`src/rtl/axi_arb_pkg.sv`:
```
// Shared types and constants for the AXI read-channel arbiter.
package axi_arb_pkg;

    localparam int ARB_NUM_REQ = 2;
    localparam int ARB_ADDR_W  = 64;
    localparam int ARB_DATA_W  = 64;
    localparam int GRANT_W     = $clog2(ARB_NUM_REQ);

    typedef enum logic [1:0] {
        ARB_IDLE = 2'd0,
        ARB_ADDR = 2'd1,
        ARB_DATA = 2'd2
    } arb_state_e;

    // Request fields captured at grant time and replayed on the AR channel
    typedef struct packed {
        logic [ARB_ADDR_W-1:0] addr;
        logic [7:0]            len;
        logic [2:0]            size;
    } ar_req_t;

    // Beat counter increment that sticks at 255 instead of wrapping
    function automatic logic [7:0] beat_cnt_inc(input logic [7:0] cnt);
        return (cnt == 8'hFF) ? cnt : cnt + 8'd1;
    endfunction

endpackage

```
`src/rtl/axi_read_arbiter_rr.sv`:
```
// Combinational round-robin picker: searches upward from the requester after last_grant.
module rr_arbiter #(
    parameter int NUM_REQ = 2,
    parameter int GRANT_W = 1
) (
    input  logic [NUM_REQ-1:0] req,
    input  logic [GRANT_W-1:0] last_grant,
    output logic [GRANT_W-1:0] grant,
    output logic               any_req
);

    // First requester found at offsets 1..NUM_REQ from last_grant wins
    always_comb begin
        grant   = last_grant;
        any_req = 1'b0;
        for (int i = 1; i <= NUM_REQ; i++) begin
            for (int j = 0; j < NUM_REQ; j++) begin
                if (!any_req && req[j] && (j == ((int'(last_grant) + i) % NUM_REQ))) begin
                    any_req = 1'b1;
                    grant   = GRANT_W'(j);
                end
            end
        end
    end

endmodule

```
`src/rtl/axi_read_arbiter.sv`:
```
// Shares one AXI read channel between the icache and dcache line fills,
// one outstanding burst at a time, round-robin between requesters.
// The latched request record uses the package widths, so ADDR_W must stay
// equal to ARB_ADDR_W.
module axi_read_arbiter
    import axi_arb_pkg::*;
#(
    parameter int NUM_REQ = ARB_NUM_REQ,
    parameter int ADDR_W  = ARB_ADDR_W,
    parameter int DATA_W  = ARB_DATA_W
) (
    input  logic                      clk,
    input  logic                      reset,
    input  logic [NUM_REQ-1:0]        req_arvalid,
    input  logic [NUM_REQ*ADDR_W-1:0] req_araddr,
    input  logic [NUM_REQ*8-1:0]      req_arlen,
    input  logic [NUM_REQ*3-1:0]      req_arsize,
    output logic [NUM_REQ-1:0]        req_arready,
    output logic [NUM_REQ-1:0]        req_rvalid,
    output logic [NUM_REQ-1:0]        req_rlast,
    output logic [DATA_W-1:0]         req_rdata,
    input  logic [NUM_REQ-1:0]        req_rready,
    output logic                      m_axi_arvalid,
    output logic [ADDR_W-1:0]         m_axi_araddr,
    output logic [7:0]                m_axi_arlen,
    output logic [2:0]                m_axi_arsize,
    input  logic                      m_axi_arready,
    input  logic                      m_axi_rvalid,
    input  logic                      m_axi_rlast,
    input  logic [DATA_W-1:0]         m_axi_rdata,
    output logic                      m_axi_rready,
    output logic                      rlast_err
);

    localparam int GW = (NUM_REQ > 1) ? $clog2(NUM_REQ) : 1;

    arb_state_e        state;
    arb_state_e        next_state;
    logic [GW-1:0]     last_grant;
    logic [GW-1:0]     grant_q;
    logic [GW-1:0]     pick;
    logic              any_req;
    ar_req_t           req_q;
    logic [7:0]        beat_cnt;
    logic              beat;
    logic [ADDR_W-1:0] sel_addr;
    logic [7:0]        sel_len;
    logic [2:0]        sel_size;

    rr_arbiter #(
        .NUM_REQ (NUM_REQ),
        .GRANT_W (GW)
    ) u_rr (
        .req        (req_arvalid),
        .last_grant (last_grant),
        .grant      (pick),
        .any_req    (any_req)
    );

    // Select the AR fields of the requester the arbiter is picking this cycle
    always_comb begin
        sel_addr = '0;
        sel_len  = '0;
        sel_size = '0;
        for (int j = 0; j < NUM_REQ; j++) begin
            if (pick == GW'(j)) begin
                sel_addr = req_araddr[j*ADDR_W +: ADDR_W];
                sel_len  = req_arlen[j*8 +: 8];
                sel_size = req_arsize[j*3 +: 3];
            end
        end
    end

    assign beat          = (state == ARB_DATA) && m_axi_rvalid && m_axi_rready;
    assign req_rdata     = m_axi_rdata;
    assign m_axi_araddr  = req_q.addr;
    assign m_axi_arlen   = req_q.len;
    assign m_axi_arsize  = req_q.size;

    // Next-state and handshake outputs; grants are withheld while reset is held low
    always_comb begin
        next_state    = state;
        req_arready   = '0;
        req_rvalid    = '0;
        req_rlast     = '0;
        m_axi_arvalid = 1'b0;
        m_axi_rready  = 1'b0;
        case (state)
            ARB_IDLE: begin
                if (any_req && reset) begin
                    req_arready[pick] = 1'b1;
                    next_state        = ARB_ADDR;
                end
            end
            ARB_ADDR: begin
                m_axi_arvalid = 1'b1;
                if (m_axi_arready) begin
                    next_state = ARB_DATA;
                end
            end
            ARB_DATA: begin
                m_axi_rready        = req_rready[grant_q];
                req_rvalid[grant_q] = m_axi_rvalid;
                req_rlast[grant_q]  = m_axi_rlast;
                if (beat && m_axi_rlast) begin
                    next_state = ARB_IDLE;
                end
            end
            default: next_state = ARB_IDLE;
        endcase
    end

    // State register, grant/request latch, beat counting and sticky length-error flag
    always_ff @(posedge clk or negedge reset) begin
        if (!reset) begin
            state      <= ARB_IDLE;
            last_grant <= GW'(NUM_REQ - 1);
            grant_q    <= '0;
            req_q      <= '0;
            beat_cnt   <= '0;
            rlast_err  <= 1'b0;
        end else begin
            state <= next_state;
            if (state == ARB_IDLE && any_req) begin
                grant_q    <= pick;
                req_q.addr <= sel_addr;
                req_q.len  <= sel_len;
                req_q.size <= sel_size;
            end
            if (state == ARB_ADDR && m_axi_arready) begin
                beat_cnt <= '0;
            end
            if (beat) begin
                beat_cnt <= beat_cnt_inc(beat_cnt);
                if (m_axi_rlast) begin
                    last_grant <= grant_q;
                    if (beat_cnt != req_q.len) begin
                        rlast_err <= 1'b1;
                    end
                end else if (beat_cnt == req_q.len) begin
                    rlast_err <= 1'b1;
                end
            end
        end
    end

endmodule

```
`config.mk`:
```
export PLATFORM = sky130hd
export DESIGN_NAME = axi_read_arbiter
export DESIGN_NICKNAME = d
export VERILOG_FILES = /design/src/rtl/axi_arb_pkg.sv /design/src/rtl/axi_read_arbiter_rr.sv /design/src/rtl/axi_read_arbiter.sv
export SDC_FILE = /design/constraint.sdc
export NUM_CORES = 1
export LEC_CHECK = 0
export CAP_MARGIN = 20
export CELL_PAD_IN_SITES_DETAIL_PLACEMENT = 0
export CELL_PAD_IN_SITES_GLOBAL_PLACEMENT = 1
export CORE_AREA = 5 5 141 143
export DETAILED_ROUTE_END_ITERATION = 10
export DIE_AREA = 0 0 146 148
export DONT_BUFFER_PORTS = 1
export PLACE_DENSITY = 0.66
export SYNTH_ARGS = -nofsm -noshare
export SYNTH_HDL_FRONTEND = slang
export SYNTH_SLANG_ARGS = --single-unit
```
`constraint.sdc`:
```
create_clock -name clk -period 1.6 [get_ports clk]
set_input_delay 0.32 -clock clk [delete_from_list [all_inputs] [get_ports clk]]
set_output_delay 0.32 -clock clk [all_outputs]
set_load 0.02 [all_outputs]
```
== Word level (Yosys, flattened, before mapping) ==
Index checks and enable logic that the tools add are counted.

* Multiply operators: 0
* Div/mod/pow operators: 0
* $add $sub $neg: 3
* Muxes and demuxes: 33
* Order comparisons: 4
* Reduce and logical (&&, ||, !) cells: 27
* Bitwise operators: 4
* Shifts and indexed selects: 0
* Equality and inequality tests: 12

{| class="wikitable"
|+ Operators with widths
! operator !! count
|-
| zero test 32 bit || 2
|-
| 2-to-1 mux 64 bit || 1
|-
| 2-to-1 mux 8 bit || 4
|-
| 2-to-1 mux 1 bit || 17
|-
| logical AND 1 bit || 15
|-
| 2-to-1 mux 2 bit || 7
|-
| adder 8 x 1 -> 8 bit (second input constant) || 1
|-
| equality test 8 bit || 1
|-
| equality test 8 bit (second input constant) || 1
|-
| != test 8 bit || 1
|-
| != test 2 bit (second input constant) || 3
|-
| case mux 2 bit (3 select lines) || 1
|-
| AND reduction 3 bit || 2
|-
| bitwise AND 2 bit || 2
|-
| equality test 2 bit (first input constant) || 2
|-
| < comparator 1 x 2 -> 1 bit (second input constant) || 2
|-
| != test 2 x 1 -> 1 bit (second input constant) || 2
|-
| AND reduction 2 bit || 2
|-
| nonzero test 2 bit || 2
|-
| zero test 1 bit || 3
|-
| 2-to-1 mux 3 bit || 1
|-
| adder 1 bit (second input constant) || 2
|-
| bitwise AND 1 bit (first input constant) || 2
|-
| demux 1 bit (select 1 bit) || 2
|-
| other kinds (4) || 5
|}

* ROM bits: 0
* Logic and storage cells: 91
* Input bits: 223
* Output and inout bits: 148
* Memories: 0
* Latch bits: 0
* RAM bits: 0
* Register bits: 88

== Depth between registers and ports, before layout ==
* Depth in word-level cells: 23
* Gate-level depth with buffers: 7
* Mapped depth without buffers: 5

== By module ==
From an unflattened synthesis, not the netlist that was laid out.

* Cell total of the unflattened synthesis: 473
* Area, all modules: 4709.5 µm²

{| class="wikitable"
|+ Modules (own cells, without submodules)
! module !! cells each !! sequential area each (µm²) !! area each (µm²) !! instances
|-
| axi_read_arbiter || 470 || 2203.4 || 4694.5 || 1
|-
| rr_arbiter || 3 || 0.0 || 15.0 || 1
|}

== Least setup slack after synthesis ==
Ideal clock, no wire load.

* Path type: register to output
* Start point: register last_grant
* End point: output req_arready[0]
* Required time: 1.280 ns
* Arrival: 1.472 ns
* Path buffers: 3
* Path slack: -0.192 ns
* Cell stages (with the launch flop): 7
* Path through: dfstp_2 > nand2_1 > o21ai_0 > buf_2 > buf_4 > buf_2 > and3_1

* Cells in the longest elaborated chain, start to end: 23
* Elaborated cells between the ends (all ways): 34
* Those cells by class: add/sub: 2; order compare: 2; eq/ne: 2; mux: 12; bitwise: 2; reduce/logical: 14

{| class="wikitable"
|+ Ends and longest elaborated chain
! element !! line !! RTL
|-
| start, declared || axi_read_arbiter.sv:39 || <nowiki>logic [GW-1:0] last_grant;</nowiki>
|-
| start signal, assigned || axi_read_arbiter.sv:117 || <nowiki>last_grant <= GW'(NUM_REQ - 1);</nowiki>
|-
| start signal, assigned || axi_read_arbiter.sv:136 || <nowiki>last_grant <= grant_q;</nowiki>
|-
| adder 1 bit || axi_read_arbiter_rr.sv:18 || <nowiki>if (!any_req && req[j] && (j == ((int'(last_grant) + i) % NUM_REQ))) begin</nowiki>
|-
| bitwise AND 1 bit (no source line) || - ||
|-
| zero test 32 bit || axi_read_arbiter_rr.sv:18 ||
|-
| logical AND 1 bit || axi_read_arbiter_rr.sv:18 ||
|-
| 2-to-1 mux 1 bit || axi_read_arbiter_rr.sv:18 ||
|-
| zero test 1 bit || axi_read_arbiter_rr.sv:18 ||
|-
| logical AND 1 bit (2 in series) || axi_read_arbiter_rr.sv:18 ||
|-
| 2-to-1 mux 1 bit || axi_read_arbiter_rr.sv:18 ||
|-
| (+5 left out) || - ||
|-
| logical AND 1 bit (2 in series) || axi_read_arbiter_rr.sv:18 ||
|-
| 2-to-1 mux 1 bit || axi_read_arbiter_rr.sv:18 ||
|-
| < comparator 1 x 2 -> 1 bit (not written as such) / >= comparator 1 bit (equally long branches) || axi_read_arbiter.sv:91 || <nowiki>req_arready[pick] = 1'b1;</nowiki>
|-
| logical AND 1 bit (not written as such) || axi_read_arbiter.sv:91 ||
|-
| 2-to-1 mux 1 bit (not written as such) || axi_read_arbiter.sv:91 ||
|-
| demux 1 bit (select 1 bit) || axi_read_arbiter.sv:91 ||
|-
| 2-to-1 mux 2 bit * || axi_read_arbiter.sv:90 || <nowiki>if (any_req && reset) begin</nowiki>
|-
| 2-to-1 mux 2 bit * || axi_read_arbiter.sv:88 || <nowiki>case (state)</nowiki>
|-
| end, declared || axi_read_arbiter.sv:18 || <nowiki>output logic [NUM_REQ-1:0] req_arready,</nowiki>
|}

Every way passes the cells marked *; elsewhere a longest branch is shown, timed or not.

== Final worst setup path ==
Same ends and word-level chain as after synthesis.

==> out/metrics.yaml <==
powerDensity_nw_per_um2: 2068
synthDistinctLibCells: 36
synth_cells: 488
regToRegSetupSlack_ps: -60
areaGrowthSynthToFinish_pct: 10.78
crit_path_start_kind: "flop"
wl_mm: 13.02
grt_start_max_net_pins: 92
syn_area_um2: 4770
worst_slack_ps: -114.8
clk_pin_slew_worst_paths_ps: 60
setup_violations: 54
n_antenna_cell: 0
hold_viol_final: 88
hpwl_mm: 9.714
path_cells: "nand2_2 > o21ai_4 > buf_12 > and3_4"
synth_area_per_cell_um2: 9.774
rsz0062_at_grt: "true"
dieHeight_um: 148
gr-total-overflow: 0
critPathMaxStageDelay_ps: 570
drv_slew: 0
grt_antenna_before_repair: 0
path_max_fanout: 3
violations: "negative hold slack, negative setup slack"
io_pins: 371
layout-drive-gt1-share_pct: 20.18
hold_ws_ps: -330.3
synthTopCellsByCount: "dfrtp_1 (87), nand2_1 (87), o21ai_0 (81)"
synth_ff_type: "dfrtp_1"
rr_worst_depth: 6
routedWlPerCell_um: 19.01
tns_ps: -1548
crit_path_end_kind: "output pin"
routed-via-count: 3202
crit_path_top_delay_cell: "dfstp_2"
hp-class: "in -> async"
drc: 0
grt_usage_pct: 11.56
ant_nets: 0
syn_nets: 712
portBuffers: 0
drv_cap: 0
cts_buffer_depth: 2
die_w_um: 146
h-tree-depth: 3
place_congestion: 0.8091
drt-vias-per-instance: 4.674
cts-root-buf: "clkbuf_16"
rows: 50
period_share_pct: 107.2
power_leakage_nw: 2.351
timing.fmax_ghz: 0.5832
slew_headroom_pct: 80.21
cts_tree: "built"
worstMarginPinSlew_ps: 294.4
crit_type: "reg -> out"
period_needed_ps: 1715
dieArea_um2: 21610
fin_util_pct: 28.63
finalClockSkew_ps: 5.443
synth_top_area_share_pct: 45.65
r2r_end: "m_axi_araddr[38]"
cp_data_arrival_time_ps: 1390
ys_async_sr_fraction_pct: 100.0
core_um2: 18460
first_pass_iters: 4
cts_buffers: 9
worst_ir_drop_vdd_v: 0.0006806
p_total_mw: 10.93
grt_pass1_vias: 3444
synthTopCellsByArea: "dfrtp_1 (46%), mux2i_1 (17%), buf_4 (10%)"
cts_num_sinks: 88
yosysWarningCount: 0
r2r_start: "last_grant"
ys_seq_elements: 88
initial_core_util_pct: 25.84
status: "finished with violations"
clock_latency_ps: 340
grt_pass1_wl_mm: 19.54
synth_edf_count: 0
drtIter0Drc: 141
crit_required_ps: 1280
nets: 670
yosysSeqAreaShare_pct: 46.20
synth_area_leader_cell: "dfrtp_1"
## timing repair
action	in CTS	in global routing
gates resized for setup	21	25
cloned	1	0
pin swaps	5	13
setup buffers	5	6
hold endpoints to repair	88	88
endpoints found under the setup margin	10	81
## registers in the layout (all words and copies together), names as in the netlist
signal,count
beat_cnt,8
grant_q,1
last_grant,1
m_axi_araddr,64
m_axi_arlen,8
m_axi_arsize,3
rlast_err,1
state,2
## cell usage in the layout (no fill, tap or decap), types with 2 or more instances in the layout
master	count
and2_1	2
and3_4	3
buf_12	3
buf_4	29
buf_6	5
clkbuf_1	2
clkbuf_16	9
clkinv_2	2
clkinvlp_4	2
dfrtp_1	84
dfrtp_2	3
mux2_2	2
mux2i_1	70
mux2i_2	8
nand2_1	85
nand2_2	2
nand2b_1	2
nand3_1	4
nor2_1	7
nor2_4	3
nor2b_1	2
nor3_1	2
nor4_2	2
o21ai_0	79
xor2_1	8
## kinds of logic (layout without fill, tap and decap cells)
family	Yosys count	in the layout	synth area share, %
simple gates	126	126	11.39
buf+inv	93	56	12.99
compound gates	91	91	10.65
flops	88	88	46.20
mux	81	81	17.05
xor+xnor	8	8	1.469
fa+ha+maj	1	1	0.2623
## through the flow
stage               instances  area, um^2  setup slack, ps
finish                    685        5284           -114.8
global route              685        5284           -175.6
CTS                       679        5142           -146.0
detailed placement        657        4723           -42.24
global placement          657        4723           -44.92
floorplan                 488        4783           -41.53
## power breakdown
group / total, mW / internal (mW) / switching (mW)
Sequential: 5.13 / 3.26 / 1.86
Clock: 1.96 / 1.05 / 0.908
Combinational: 3.84 / 1.76 / 2.07
## critical path: cells and delay by family (launching register included)
kind                   cells  cell delay [ps]
AOI/OAI and AO/OA          1               80
buffers and inverters      1              130
DFF                        1              570
and+or+nand+nor            2              280
## area by class of cell
cell class | instances | area, um^2
Inverter | 1 | 3.754
Fill cell | 1906 | 13170
Sequential cell | 88 | 2207
Timing Repair Buffer | 39 | 394.1
Clock inverter | 5 | 33.78
Clock buffer | 11 | 232.7
Tap cell | 234 | 292.8
Multi-Input combinational cell | 307 | 2120
## worst max-delay path by stage
stage	startpoint	end	slack, ps	depth (start not counted)
after detailed placement	last_grant	req_arready[0]	-40	4
after global routing	last_grant	req_arready[1]	-180	4
after global placement	beat_cnt[5]	rlast_err	-40	4
final	last_grant	req_arready[0]	-110	4
after floorplan	last_grant	req_arready[0]	-40	6
after CTS	last_grant	req_arready[0]	-150	4
## per-layer routing
metal  up-vias  track usage [%]  part of all wire [%]
met2       184            19.33                    51
met3        48            5.457                    10
met4         0            7.056                   4.1
li1       1515                -                     -
met5         -                0                     0
met1      1455            11.78                    34
Note: power is estimated with default switching activity, not from simulation.
